$ cat config.mk
export PLATFORM = sky130hd
export DESIGN_NAME = fir_coeff_loader_flat
export DESIGN_NICKNAME = d
export VERILOG_FILES = /design/src/rtl/fir_coeff_loader_if.sv /design/src/rtl/fir_coeff_loader.sv /design/src/flat_wrapper.sv
export SDC_FILE = /design/constraint.sdc
export NUM_CORES = 1
export LEC_CHECK = 0
export CAP_MARGIN = 10
export CORE_MARGIN = 2
export CORE_UTILIZATION = 38
export CTS_CLUSTER_DIAMETER = 120
export DETAILED_ROUTE_END_ITERATION = 7
export HOLD_SLACK_MARGIN = 0.15
export PLACE_DENSITY_LB_ADDON = 0.3
export SLEW_MARGIN = 25
export SYNTH_ARGS = -nofsm -noshare
export SYNTH_HDL_FRONTEND = slang
export SYNTH_SLANG_ARGS = --single-unit
$ cat constraint.sdc
create_clock -name clk -period 1.7 [get_ports clk]
set_input_delay 0.34 -clock clk [delete_from_list [all_inputs] [get_ports clk]]
set_output_delay 0.34 -clock clk [all_outputs]
set_load 0.01 [all_outputs]
$ cat src/rtl/fir_coeff_loader_if.sv
// Coefficient load stream: valid/ready word handshake plus load-start request.
// The master drives words into the loader; the loader (slave) returns data_ready.
interface fir_coeff_loader_if #(
  parameter int unsigned SIZE = 8
);
  logic            load_start;
  logic [SIZE-1:0] data_in;
  logic            data_valid;
  logic            data_ready;

  modport master (
    output load_start,
    output data_in,
    output data_valid,
    input  data_ready
  );

  modport slave (
    input  load_start,
    input  data_in,
    input  data_valid,
    output data_ready
  );
endinterface

$ cat src/rtl/fir_coeff_loader.sv
// Runtime coefficient loader for the FIR datapath.
// Words are collected into a shadow bank, then copied to the active bank in a
// single edge so the FIR never sees a partial set.
// Optional macro FIR_COEFF_CHECKSUM_EN: one trailing checksum word (sum of all
// words mod 2^SIZE) must match before the commit; a mismatch raises load_err.
module fir_coeff_loader #(
  parameter int unsigned NUM_COEFF = 4,
  parameter int unsigned SIZE      = 8
) (
  input  logic                      clk,
  input  logic                      rst_n,
  fir_coeff_loader_if.slave         bus,
  output logic [NUM_COEFF*SIZE-1:0] coeffs,
  output logic                      coeffs_updated,
  output logic                      busy,
  output logic                      load_err
);

  localparam int unsigned     IW       = $clog2(NUM_COEFF) + 1;
  localparam logic [IW-1:0]   LAST_IDX = IW'(NUM_COEFF - 1);

`ifdef FIR_COEFF_CHECKSUM_EN
  typedef enum logic [1:0] {IDLE, LOAD, CHECK, COMMIT} state_t;
`else
  typedef enum logic [1:0] {IDLE, LOAD, COMMIT} state_t;
`endif

  state_t          state;
  state_t          state_next;
  logic [IW-1:0]   index;
  logic [SIZE-1:0] shadow [NUM_COEFF];
  logic            word_accept;

  // A data word is taken only while collecting and not pre-empted by a restart.
  assign word_accept = (state == LOAD) && bus.data_valid && !bus.load_start;

`ifdef FIR_COEFF_CHECKSUM_EN
  logic [SIZE-1:0] sum;
  logic            check_accept;

  assign check_accept = (state == CHECK) && bus.data_valid && !bus.load_start;

  // Running checksum of the shadow bank, wrapping at SIZE bits.
  always_comb begin
    sum = '0;
    for (int unsigned k = 0; k < NUM_COEFF; k++) begin
      sum = sum + shadow[k];
    end
  end
`endif

  // State register.
  always_ff @(posedge clk or negedge rst_n) begin
    if (!rst_n) begin
      state <= IDLE;
    end else begin
      state <= state_next;
    end
  end

  // Next-state logic; load_start restarts from any state except COMMIT.
  always_comb begin
    state_next = state;
    case (state)
      IDLE: begin
        if (bus.load_start) state_next = LOAD;
      end
      LOAD: begin
        if (bus.load_start) begin
          state_next = LOAD;
        end else if (bus.data_valid && (index == LAST_IDX)) begin
`ifdef FIR_COEFF_CHECKSUM_EN
          state_next = CHECK;
`else
          state_next = COMMIT;
`endif
        end
      end
`ifdef FIR_COEFF_CHECKSUM_EN
      CHECK: begin
        if (bus.load_start) begin
          state_next = LOAD;
        end else if (bus.data_valid) begin
          state_next = (bus.data_in == sum) ? COMMIT : IDLE;
        end
      end
`endif
      COMMIT: begin
        state_next = IDLE;
      end
      default: begin
        state_next = IDLE;
      end
    endcase
  end

  // Handshake and status outputs decoded from state.
  always_comb begin
    bus.data_ready = 1'b0;
    busy           = (state != IDLE);
    case (state)
      LOAD:    bus.data_ready = 1'b1;
`ifdef FIR_COEFF_CHECKSUM_EN
      CHECK:   bus.data_ready = 1'b1;
`endif
      default: bus.data_ready = 1'b0;
    endcase
  end

  // Shadow capture, index tracking and the atomic copy into the active bank.
  always_ff @(posedge clk or negedge rst_n) begin
    if (!rst_n) begin
      index          <= '0;
      coeffs_updated <= 1'b0;
      for (int unsigned k = 0; k < NUM_COEFF; k++) begin
        shadow[k]                <= '0;
        coeffs[k*SIZE +: SIZE]   <= SIZE'(k + 1);
      end
    end else begin
      coeffs_updated <= (state == COMMIT);
      if (state == COMMIT) begin
        for (int unsigned k = 0; k < NUM_COEFF; k++) begin
          coeffs[k*SIZE +: SIZE] <= shadow[k];
        end
      end else if (bus.load_start) begin
        index <= '0;
      end else if (word_accept) begin
        index <= index + IW'(1);
        for (int unsigned k = 0; k < NUM_COEFF; k++) begin
          if (index == IW'(k)) shadow[k] <= bus.data_in;
        end
      end
    end
  end

`ifdef FIR_COEFF_CHECKSUM_EN
  // Sticky checksum error; cleared only by a new load request.
  always_ff @(posedge clk or negedge rst_n) begin
    if (!rst_n) begin
      load_err <= 1'b0;
    end else if (state != COMMIT && bus.load_start) begin
      load_err <= 1'b0;
    end else if (check_accept && (bus.data_in != sum)) begin
      load_err <= 1'b1;
    end
  end
`else
  assign load_err = 1'b0;
`endif

endmodule

$ cat src/flat_wrapper.sv
// flat-port wrapper written by rule: the top's interface ports become plain ports
module fir_coeff_loader_flat 
#(
  parameter int unsigned NUM_COEFF = 4,
  parameter int unsigned SIZE      = 8
)
  (clk, rst_n, coeffs, coeffs_updated, busy, load_err, bus_load_start, bus_data_in, bus_data_valid, bus_data_ready);
  fir_coeff_loader_if #(.SIZE(SIZE)) bus_i ();
  input  logic clk;
  input  logic rst_n;
  output logic [NUM_COEFF*SIZE-1:0] coeffs;
  output logic coeffs_updated;
  output logic busy;
  output logic load_err;
  input wire logic [$bits(bus_i.load_start)-1:0] bus_load_start;
  input wire logic [$bits(bus_i.data_in)-1:0] bus_data_in;
  input wire logic [$bits(bus_i.data_valid)-1:0] bus_data_valid;
  output wire logic [$bits(bus_i.data_ready)-1:0] bus_data_ready;
  assign bus_i.load_start = bus_load_start;
  assign bus_i.data_in = bus_data_in;
  assign bus_i.data_valid = bus_data_valid;
  assign bus_data_ready = bus_i.data_ready;
  fir_coeff_loader #(.NUM_COEFF(NUM_COEFF), .SIZE(SIZE)) u_core (.clk(clk), .rst_n(rst_n), .bus(bus_i), .coeffs(coeffs), .coeffs_updated(coeffs_updated), .busy(busy), .load_err(load_err));
endmodule
After elaboration in Yosys (flattened, before gate mapping) --
Cells that the tools add are included.
Storage, ports and cells: bits in registers 70, latch bits 0, RAM bits 0, memory bits (read-only) 0, input bits 12, output and inout port bits 36, word-level logic and storage cells 39, memories kept 0
Operators by class: $add $sub $neg 1, multipliers 0, div/mod/pow operators 0, $lt $le $gt $ge 0, equal/unequal tests 7, shift-type cells 0, mux-type cells 7, bitwise operators 2, reduce and logical (&&, ||, !) cells 14
Operators by type and width (count):
- $reduce_and 4->1 | 4
- $eq 3x2->1 const B | 2
- $mux 2 | 3
- $mux 3 | 2
- $pmux 2 s2 | 1
- $reduce_and 2->1 | 2
- $reduce_bool 2->1 | 2
- $add 3x1->3 const B | 1
- $eq 3x1->1 const B | 1
- $logic_and 1x1->1 | 3
- $logic_not 3->1 | 1
- $ne 3x3->1 const B | 1
- $eq 2x1->1 const B | 1
- $eq 2x2->1 const B | 1
- $logic_not 2->1 | 1
- $ne 2x2->1 const B | 1
- $not 1->1 | 2
- $logic_not 1->1 | 1
- $mux 1 | 1

Longest topological paths before layout --
Gate-level depths: netlist of run 1.
depth after elaboration 5, depth in mapped cells 5, mapped depth without buffers 5

Worst setup path before layout of run 1 --
OpenSTA, ideal clock, no wires.
kind register -> register, start reg u_core.index[2], end reg u_core.shadow[0] in the netlist's numbering, library setup time 125 ps, arrival time 1273 ps, required time 1575 ps, path slack 302 ps, cell stages (with the launch flop) 5, buffers on the path 0, clock period less this slack 1398 ps, cell sequence dfrtp_1 > clkinv_1 > ha_1 > nand2_4 > mux2_2
On the way: word-level cells in the longest chain between the ends 2
Ends and longest elaborated chain:
- start: declaration | line fir_coeff_loader.sv:30 | logic [IW-1:0] index;
- start signal: assignment | line fir_coeff_loader.sv:128 | index <= index + IW'(1);
- $eq 3x2->1 | line fir_coeff_loader.sv:130 | if (index == IW'(k)) shadow[k] <= bus.data_in;
- $reduce_and 4->1 (no source line)
- end signal: indexed assignment | line fir_coeff_loader.sv:130
- end: declaration | line fir_coeff_loader.sv:31 | logic [SIZE-1:0] shadow [NUM_COEFF];
Every way passes these cells. A chain may end at the register's enable or synchronous reset.

Worst setup path in the final report of run 1 --
start reg u_core.state[1], end out busy
On the way: word-level cells in the longest chain between the ends 1
Ends and longest elaborated chain:
- start: declaration | line fir_coeff_loader.sv:28 | state_t state;
- start signal: assignment | line fir_coeff_loader.sv:57 | state <= state_next;
- $reduce_bool 2->1 | line fir_coeff_loader.sv:100 | busy = (state != IDLE);
- end: declaration | line flat_wrapper.sv:13 | output logic busy;
Every way passes these cells.

==> results.yml, run 1 <==
layout:
  n_antenna_cell: 0
  n_fill_cell: 639
  drive_gt1_share_pct: 42.31
  area_growth_pct: 31.28
  fin_nets: 246
timing:
  fmax_mhz: 614.9
  whs_ns: 0.5065
  finalWorstSetupSlack_ns: 0.07376
  clock_skew_ns: 0.006414
  finalSetupViolCount: 0
  fin_crit_sh_pct: 95.66
  rsz0062_at_grt: "false"
  hold_violations: 0
  drv_slew: 0
  period_needed_ns: 1.626
placement:
  gp_congestion: 0.6857
  hpwlAfterDp_um: 3105
  place_ws_ns: -0.2114
  placement.io_buffers: 46
power:
  pwr-share-seq_pct: 52.7
  power.density_mw_per_mm2: 1064
  clock_power_share_pct: 37.1
  ir_drop_mv: 0.3931
  swShare_pct: 22.13
  intPower_mw: 2.998
  p_leak_nw: 1.690
  combPwrFrac_pct: 10.1
  netSwitchingPower_mw: 0.8518
hold_path:
  hp-start: "u_core.shadow[5]"
  min-delay-path-class: "reg -> reg"
  whs_endpoint: "u_core.shadow[5]"
  holdPathStages: 1
logic_synthesis:
  ys_ff_latch: 70
  yosysTopAreaCellShare_pct: 59.01
  ys_warn_count: 0
  synth-adder-area-share_pct: 2.270
  netlist_area_sq_mm: 0.002756
  yosysSeqAreaShare_pct: 63.78
  yosys.cell_types.count: 21
  syn_avg_cell_area_sq_um: 16.21
  synth_area_leaders: "dfrtp_1 (59%), mux2_2 (25%), dfstp_2 (4.8%)"
  yosysTopAreaCell: "dfrtp_1"
  syn_inst: 170
  synth_top_family_by_area: "multiplexers"
  yosys.area_share.simple_pct: 4.358
  synth-compound-area-share_pct: 1.089
  synthMuxAreaShare_pct: 26.42
  synth_xor_area_share_pct: 0
  syn_nets: 187
clocking:
  clk_pin_slew_ns: 0.07
  htree_levels: 3
  cts_tree: "built"
  clockRootBuffer: "clkbuf_8"
  clockBufferDepth: 2
  cts.sinks: 70
  insertion_delay_ns: 0.34
  cts_buffers: 9
drt:
  drc_errors: 0
  via_per_inst: 4.553
  routed_wl_um: 4838
  dr.pass1.iters: 3
  wl_per_cell_um: 14.53
  drt-initial-drc-count: 54
  via_count: 1516
  ant_nets: 0
worst_setup_path:
  arrival_ns: 1.29
  end_kind: "output port"
  r2r_end: "u_core.shadow[25]"
  startpoint_type: "flip-flop"
  rrSetupSlack_ns: 0.13
  r2r-start: "u_core.state[0]"
  required_ns: 1.36
  crit_type: "reg -> out"
  reg2reg_depth: 5
  cp_max_fo: 5
grt:
  grt_max_degree: 71
  grt_use_total_pct: 13.56
  antenna_found_initial: 0
  grt_pass1_wl_um: 7797
  grt_pass1_vias: 1519
  grt-ovfl-total: 0
die:
  coreArea_sq_mm: 0.007137
  die-height_um: 89.17
  dieArea_sq_mm: 0.007951
  ios: 48
  start_util_pct: 38.62
  std_cell_rows: 31
  chipWidth_um: 89.17
flow_run:
  cap_violations: 0
status:
  run_status: "completed"
placed cells by master, fill, tap and decap left out, types with 4 or more instances in the layout:
cell type	count
dfstp_2	5
mux2_2	62
dlygate4sd2_1	6
dfrtp_1	64
buf_4	4
clkbuf_8	13
ha_1	5
nand2_1	4
clkdlybuf4s50_1	38
power groups by stage:
stage                     combinational (mW)  sequential [mW]  clock, mW
after floorplan                        0.276             2.02          0
after global placement                 0.384             2.05          0
after detailed placement               0.394             2.06          0
after CTS                              0.398             2.03       1.46
after global routing                   0.431             2.06       1.55
final                                  0.390             2.03       1.43
critical path, stage by stage (launching register included):
cell and delay [ns]:
dfrtp_1 0.42, or2_2 0.30, clkdlybuf4s15_1 0.23
per-stage QoR:
| step | util [%] | area (sq um) | instances | setup TNS, ns | total power, mW |
|---|---|---|---|---|---|
| finish | 50.70 | 3618 | 333 | 0 | 3.850 |
| global route | 50.70 | 3618 | 333 | 0 | 4.039 |
| CTS | 50.60 | 3611 | 332 | 0 | 3.890 |
| detailed placement | 47.35 | 3379 | 314 | -5.647 | 2.454 |
| global placement | 47.35 | 3379 | 314 | -5.011 | 2.438 |
| floorplan | - | 2756 | 170 | 0 | 2.292 |
cells by family (layout without fill, tap and decap cells):
kind of cell / Yosys count / after routing
other: 1 / 1
AND/OR/NAND/NOR: 14 / 14
adder cells (fa/ha/maj): 5 / 5
AO/OA/AOI/OAI: 6 / 6
flip-flops: 70 / 70
multiplexers: 64 / 64
buffers and inverters: 10 / 74
state kept, by name, summed over array words and instances, names as in the netlist:
name and flops:
u_core.coeffs 32, u_core.state 2, u_core.shadow 32, u_core.index 3
u_core.coeffs_updated 1
worst max-delay path by stage:
stage                               start                 to  slack (ns)  cells past startpoint
after CTS                 u_core.state[1]               busy        0.04                      2
after global placement     bus_load_start  u_core.shadow[30]       -0.19                      5
after detailed placement   bus_load_start  u_core.shadow[31]       -0.21                      5
after global routing      u_core.state[1]               busy        0.02                      2
after floorplan           u_core.index[2]   u_core.shadow[0]        0.30                      4
final                     u_core.state[1]               busy        0.07                      2
repair_timing:
action | CTS | global route
hold buffers | 1 | 0
endpoints found under the setup margin | 7 | 1
gates resized for setup | 9 | 0
setup buffers | 1 | 1
hold endpoints to repair | 65 | 0
synth_stat cells:
library cell and number:
dfrtp_1 65, mux2_4 2, buf_4 1, o21ai_0 3, a21oi_1 3, conb_1 1
nor2b_1 2, inv_1 3, and4bb_1 1, or2_2 1, nor2_1 1, nand2b_1 1
dfstp_2 5, nand3_4 3, nand2_1 4, buf_6 1, ha_1 5, clkinv_1 1
nand2_4 1, mux2_2 62, buf_2 4
per-layer routing:
| layer | part of all wire, % | wire length, um | up-vias | GRT usage [%] |
|---|---|---|---|---|
| met5 | 0 | 0 | - | 0 |
| met4 | 2.6 | 125 | 0 | 6.513 |
| met3 | 3.5 | 169 | 10 | 4.340 |
| met2 | 45 | 2169 | 31 | 18.52 |
| met1 | 49 | 2374 | 766 | 19.48 |
| li1 | - | - | 709 | - |
layout make-up:
type | instances | area (sq um) | area share (%)
repair buffers | 54 | 548.0 | 15.15
well taps | 99 | 123.9 | 3.423
inverters | 4 | 15.01 | 0.4149
multi-input cells | 90 | 952.2 | 26.31
flip-flops and latches | 70 | 1759 | 48.62
clock inverters | 2 | 37.54 | 1.037
clock buffers | 14 | 182.7 | 5.048
Power figures use the tool's default switching activity.
==> inputs of run 2 (changes only) <==
--- a/config.mk
+++ b/config.mk
@@ -6,8 +6,8 @@
 export NUM_CORES = 1
 export LEC_CHECK = 0
 export CAP_MARGIN = 10
-export CORE_MARGIN = 2
-export CORE_UTILIZATION = 38
+export CORE_MARGIN = 1
+export CORE_UTILIZATION = 23
 export CTS_CLUSTER_DIAMETER = 120
 export DETAILED_ROUTE_END_ITERATION = 7
 export HOLD_SLACK_MARGIN = 0.15
==> constraint.sdc (replaced) <==
create_clock -name clk -period 1.7 [get_ports clk]
set_input_delay 0.17 -clock clk [delete_from_list [all_inputs] [get_ports clk]]
set_output_delay 0.17 -clock clk [all_outputs]
set_load 0.01 [all_outputs]
==> run 2 against run 1 <==
  * The run now ends with design-rule violations left
  * Count of clock-buffer cells in the layout down 4
  * Design area rose by 5.5%
  * Sequential power hardly changed
  * First-iteration DRC count up 9.3%
  * Worst setup slack better by 0.030 ns
  * Via count is 2.3% higher
  * Clock skew down 0.00095 ns
  * Power up 23%
  * Clock power increased by 62%
==> results.yml, run 2 (synthesized netlist as in run 1, its figures left out) <==
drt:
  drc_errors: 1
  drt-initial-drc-count: 59
  via_count: 1551
  wl_per_cell_um: 14.59
  via_per_inst: 4.136
  routed_wl_um: 5471
  ant_nets: 0
  dr.pass1.iters: 8
timing:
  fin_crit_sh_pct: 93.88
  rsz0062_at_grt: "false"
  fmax_mhz: 626.6
  period_needed_ns: 1.596
  drv_slew: 0
  finalSetupViolCount: 0
  clock_skew_ns: 0.005463
  hold_violations: 0
clocking:
  clockRootBuffer: "clkbuf_16"
  clockBufferDepth: 2
  cts_tree: "built"
  htree_levels: 3
  clk_pin_slew_ns: 0.06
  cts_buffers: 9
  insertion_delay_ns: 0.33
  cts.sinks: 70
die:
  std_cell_rows: 39
  ios: 48
  chipWidth_um: 111.5
  dieArea_sq_mm: 0.01243
  die-height_um: 111.5
  start_util_pct: 23.83
  coreArea_sq_mm: 0.01156
worst_setup_path:
  crit_start: "u_core.state[0]"
  cp_max_fo: 7
  crit_type: "reg -> out"
  path_delay_family: "buffers and inverters"
  crit_cells: 2
  r2r-start: "u_core.state[1]"
  critPathMaxStageDelay_ns: 0.54
  crit_chain: "nor2b_1, clkdlybuf4s50_1"
  reg2reg_depth: 4
  end_kind: "output port"
  arrival_ns: 1.43
  rrSetupSlack_ns: 0.14
  crit_slowest_cell: "clkdlybuf4s50_1"
  crit_buf_inv: 1
  startpoint_type: "flip-flop"
  required_ns: 1.53
layout:
  n_fill_cell: 1122
  final_common_cell: "dfrtp_1"
  fin_nets: 244
  n_antenna_cell: 0
  finalNonFillerCells: 375
  area_growth_pct: 38.45
  mostFrequentLayoutCells: "dfrtp_1 (64), mux2_2 (62), clkdlybuf4s50_1 (44)"
  drive_gt1_share_pct: 42.24
  reg_top3: "u_core.coeffs (32), u_core.shadow (32), u_core.index (3)"
  finalInstanceArea_sq_mm: 0.003816
grt:
  grt_use_total_pct: 9.875
  grt_pass1_vias: 1650
  grt_max_degree: 71
  grt_pass1_wl_um: 9135
  antenna_found_initial: 0
  grt-ovfl-total: 0
power:
  power.density_mw_per_mm2: 1242
  ir_drop_mv: 0.6266
  p_leak_nw: 1.727
hold_path:
  min-delay-path-class: "in -> async"
placement:
  gp_congestion: 0.6844
  placed_area_sq_mm: 0.003427
  placed_cells: 357
  hpwlAfterDp_um: 3508
  placement.io_buffers: 46
status:
  violations: "design-rule violations"
  run_status: "complete, but fails checks"
flow_run:
  cap_violations: 0
==> run 2: cell count changes in the layout (fill, tap and decap cells not counted), moves of 2 or more <==
| cell | before | now |
|---|---|---|
| buf_4 | 4 | 2 |
| bufinv_16 | 1 | 4 |
| clkbuf_8 | 13 | 1 |
| clkdlybuf4s50_1 | 38 | 44 |
| dlygate4sd2_1 | 6 | 1 |
| clkbuf_16 | 0 | 9 |
==> run 2: power breakdown <==
part           internal (mW)  switching [mW]  total, mW  leakage (nW)
clock                   1.62           0.694       2.31         0.179
sequential              1.91           0.121       2.03         0.907
combinational          0.247           0.146      0.393         0.641
total                   3.78           0.961       4.74          1.73
==> run 2: metal layers <==
layer / track usage, % / wire length [um] / vias to the layer above
li1: - / - / 706
met1: 12.76 / 2532 / 806
met2: 15.29 / 2638 / 32
met3: 3.484 / 221 / 7
met4: 3.514 / 78 / 0
met5: 0 / 0 / -
==> run 2: area by class of cell <==
class / instances / area [sq um] / share of cell area [%]
inverters: 4 / 15.01 / 0.3934
multi-input cells: 90 / 952.2 / 24.95
repair buffers: 52 / 539.3 / 14.13
clock buffers: 10 / 239.0 / 6.262
well taps: 143 / 178.9 / 4.689
clock inverters: 6 / 132.6 / 3.475
flip-flops and latches: 70 / 1759 / 46.10
==> run 2: path summary, 6_finish.rpt <==
kind	end
max in group asynchronous	u_core.coeffs[26]
max	bus_data_ready
max reg2reg	u_core.shadow[31]
min	u_core.state[1]
min in group clk	u_core.shadow[13]
min reg2reg	u_core.shadow[13]
==> run 2: through the flow <==
| step | utilization, % | hold slack (ns) | setup slack, ns | total power [mW] | TNS, ns |
|---|---|---|---|---|---|
| 6_report | 33.00 | 0.3923 | 0.1041 | 4.740 | 0 |
| 4_1_cts | 33.00 | 0.4192 | 0.08927 | 4.806 | 0 |
| 3_5_place_dp | 29.63 | 0.2296 | -0.07651 | 2.463 | -0.8876 |
| 2_1_floorplan | - | -0.1256 | 0.3022 | 2.292 | 0 |
| 3_3_place_gp | 29.63 | 0.2263 | -0.07404 | 2.444 | -0.6322 |
| 5_1_grt | 33.00 | 0.4378 | 0.03535 | 4.938 | 0 |
==> run 2: worst reg2reg max path: stages, from the launching register on <==
cell      delay (ns)
dfrtp_1         0.41
and4bb_1        0.34
buf_12          0.15
nand3_4         0.19
mux2_4          0.35
==> run 2: what timing repair did <==
item | CTS | global route
hold buffers | 1 | 0
endpoints found under the hold margin | 65 | 0
buffers inserted | 1 | 0
endpoints found under the setup margin | 1 | 0
resized for setup | 2 | 0
==> inputs of run 3 (changes only) <==
--- a/config.mk
+++ b/config.mk
@@ -6,12 +6,13 @@
 export NUM_CORES = 1
 export LEC_CHECK = 0
 export CAP_MARGIN = 10
-export CORE_MARGIN = 1
+export CORE_MARGIN = 2
 export CORE_UTILIZATION = 23
 export CTS_CLUSTER_DIAMETER = 120
 export DETAILED_ROUTE_END_ITERATION = 7
 export HOLD_SLACK_MARGIN = 0.15
 export PLACE_DENSITY_LB_ADDON = 0.3
+export SKIP_CTS_REPAIR_TIMING = 1
 export SLEW_MARGIN = 25
 export SYNTH_ARGS = -nofsm -noshare
 export SYNTH_HDL_FRONTEND = slang
==> run 3 against run 2 <==
  * The run now ends clean
  * Power decreased by 3.5%
  * First-iteration DRC count shrank 22%
  * Sequential power barely moved
==> results.yml, run 3 (synthesized netlist as in run 1, its figures left out) <==
worst_setup_path:
  reg2reg_depth: 4
  path_delay_family: "flip-flops"
  crit_type: "reg -> out"
  crit_chain: "clkdlybuf4s50_1"
  required_ns: 1.53
  crit_slowest_cell: "dfstp_2"
  r2r_end: "u_core.shadow[19]"
  rrSetupSlack_ns: 0.22
  critPathMaxStageDelay_ns: 0.53
  end_kind: "output port"
  startpoint_type: "flip-flop"
  cp_max_fo: 2
  r2r-start: "u_core.state[0]"
  arrival_ns: 1.39
  crit_buf_inv: 1
timing:
  whs_ns: 0.3984
  hold_violations: 0
  fin_crit_sh_pct: 91.60
  clock_skew_ns: 0.004400
  finalWorstSetupSlack_ns: 0.1427
  setup_tns_ns: 0
  finalSetupViolCount: 0
  period_needed_ns: 1.557
  fmax_mhz: 642.1
  rsz0062_at_grt: "false"
  drv_slew: 0
layout:
  finalInstanceArea_sq_mm: 0.003815
  n_antenna_cell: 0
  area_growth_pct: 38.40
  multi_input_area_sq_um: 952.2
  fin_util_pct: 32.99
  n_fill_cell: 1153
  mostFrequentLayoutCells: "dfrtp_1 (64), mux2_2 (62), clkdlybuf4s50_1 (43)"
  final_common_cell: "dfrtp_1"
  finalNonFillerCells: 377
  fin_nets: 246
  reg_top3: "u_core.coeffs (32), u_core.shadow (32), u_core.index (3)"
  drive_gt1_share_pct: 42.31
  final-seq-area_sq_mm: 0.001759
die:
  coreArea_sq_mm: 0.01156
  std_cell_rows: 39
  dieArea_sq_mm: 0.01288
  ios: 48
  start_util_pct: 23.83
  die-height_um: 113.5
  chipWidth_um: 113.5
clocking:
  cts_tree: "built"
  clk_pin_slew_ns: 0.06
  insertion_delay_ns: 0.32
  cts.sinks: 70
  clockRootBuffer: "clkbuf_16"
  htree_levels: 3
  cts_buffers: 9
  clockBufferDepth: 2
grt:
  grt_pass1_vias: 1624
  grt-ovfl-total: 0
  antenna_found_initial: 0
  grt_max_degree: 71
  grt_use_total_pct: 9.353
  grt_pass1_wl_um: 8963
drt:
  via_per_inst: 4.064
  routed_wl_um: 5452
  ant_nets: 0
  drc_errors: 0
  wl_per_cell_um: 14.46
  dr.pass1.iters: 4
  drt-initial-drc-count: 46
  via_count: 1532
power:
  ir_drop_mv: 0.5880
  power.density_mw_per_mm2: 1199
  p_leak_nw: 1.725
  p_total_mw: 4.572
placement:
  hpwlAfterDp_um: 3537
  placed_area_sq_mm: 0.003450
  gp_congestion: 0.6418
  placed_cells: 360
  placement.io_buffers: 46
  place_ws_ns: -0.03449
hold_path:
  min-delay-path-class: "in -> async"
status:
  run_status: "completed"
flow_run:
  cap_violations: 0
## run 3: cell types whose count changed in the layout (fill, tap and decap cells not counted)
cell	delta
clkinv_2	-1
buf_4	+2
bufinv_16	-1
clkinv_4	+1
clkbuf_1	+1
dlymetal6s2s_1	+2
clkdlybuf4s50_1	-1
dlygate4sd2_1	-1
## run 3: cell type report
type / count / share of cell area (%)
Sequential cell: 70 / 46.11
Multi-Input combinational cell: 90 / 24.96
Timing Repair Buffer: 54 / 14.69
Clock buffer: 11 / 6.363
Tap cell: 143 / 4.690
Clock inverter: 5 / 2.788
Inverter: 4 / 0.3936
## run 3: power by group
part,switching [mW],total [mW],internal (mW)
registers,0.121,2.04,1.91
logic,0.146,0.394,0.249
clock network,0.668,2.14,1.47
## run 3: worst max-delay path by stage
stage	endpoint	slack, ns	start	depth (start not counted)
global placement	u_core.shadow[31]	-0.03	bus_data_valid	5
detailed placement	u_core.shadow[31]	-0.03	bus_data_valid	5
global route	coeffs[9]	0.09	u_core.coeffs[9]	1
floorplan	u_core.shadow[0]	0.30	u_core.index[2]	4
finish	coeffs[9]	0.14	u_core.coeffs[9]	1
CTS	busy	-0.09	u_core.state[1]	3
## run 3: routing by layer
| metal | GRT usage, % | vias up | part of all wire [%] |
|---|---|---|---|
| li1 | - | 712 | - |
| met1 | 12.11 | 775 | 46 |
| met2 | 14.29 | 43 | 49 |
| met3 | 3.932 | 2 | 5.0 |
| met4 | 2.927 | 0 | 0.53 |
| met5 | 0 | - | 0 |
## run 3: worst min-delay path, delay by kind of cell
family                 cells  cell delay [ns]
buffers and inverters      3             0.95
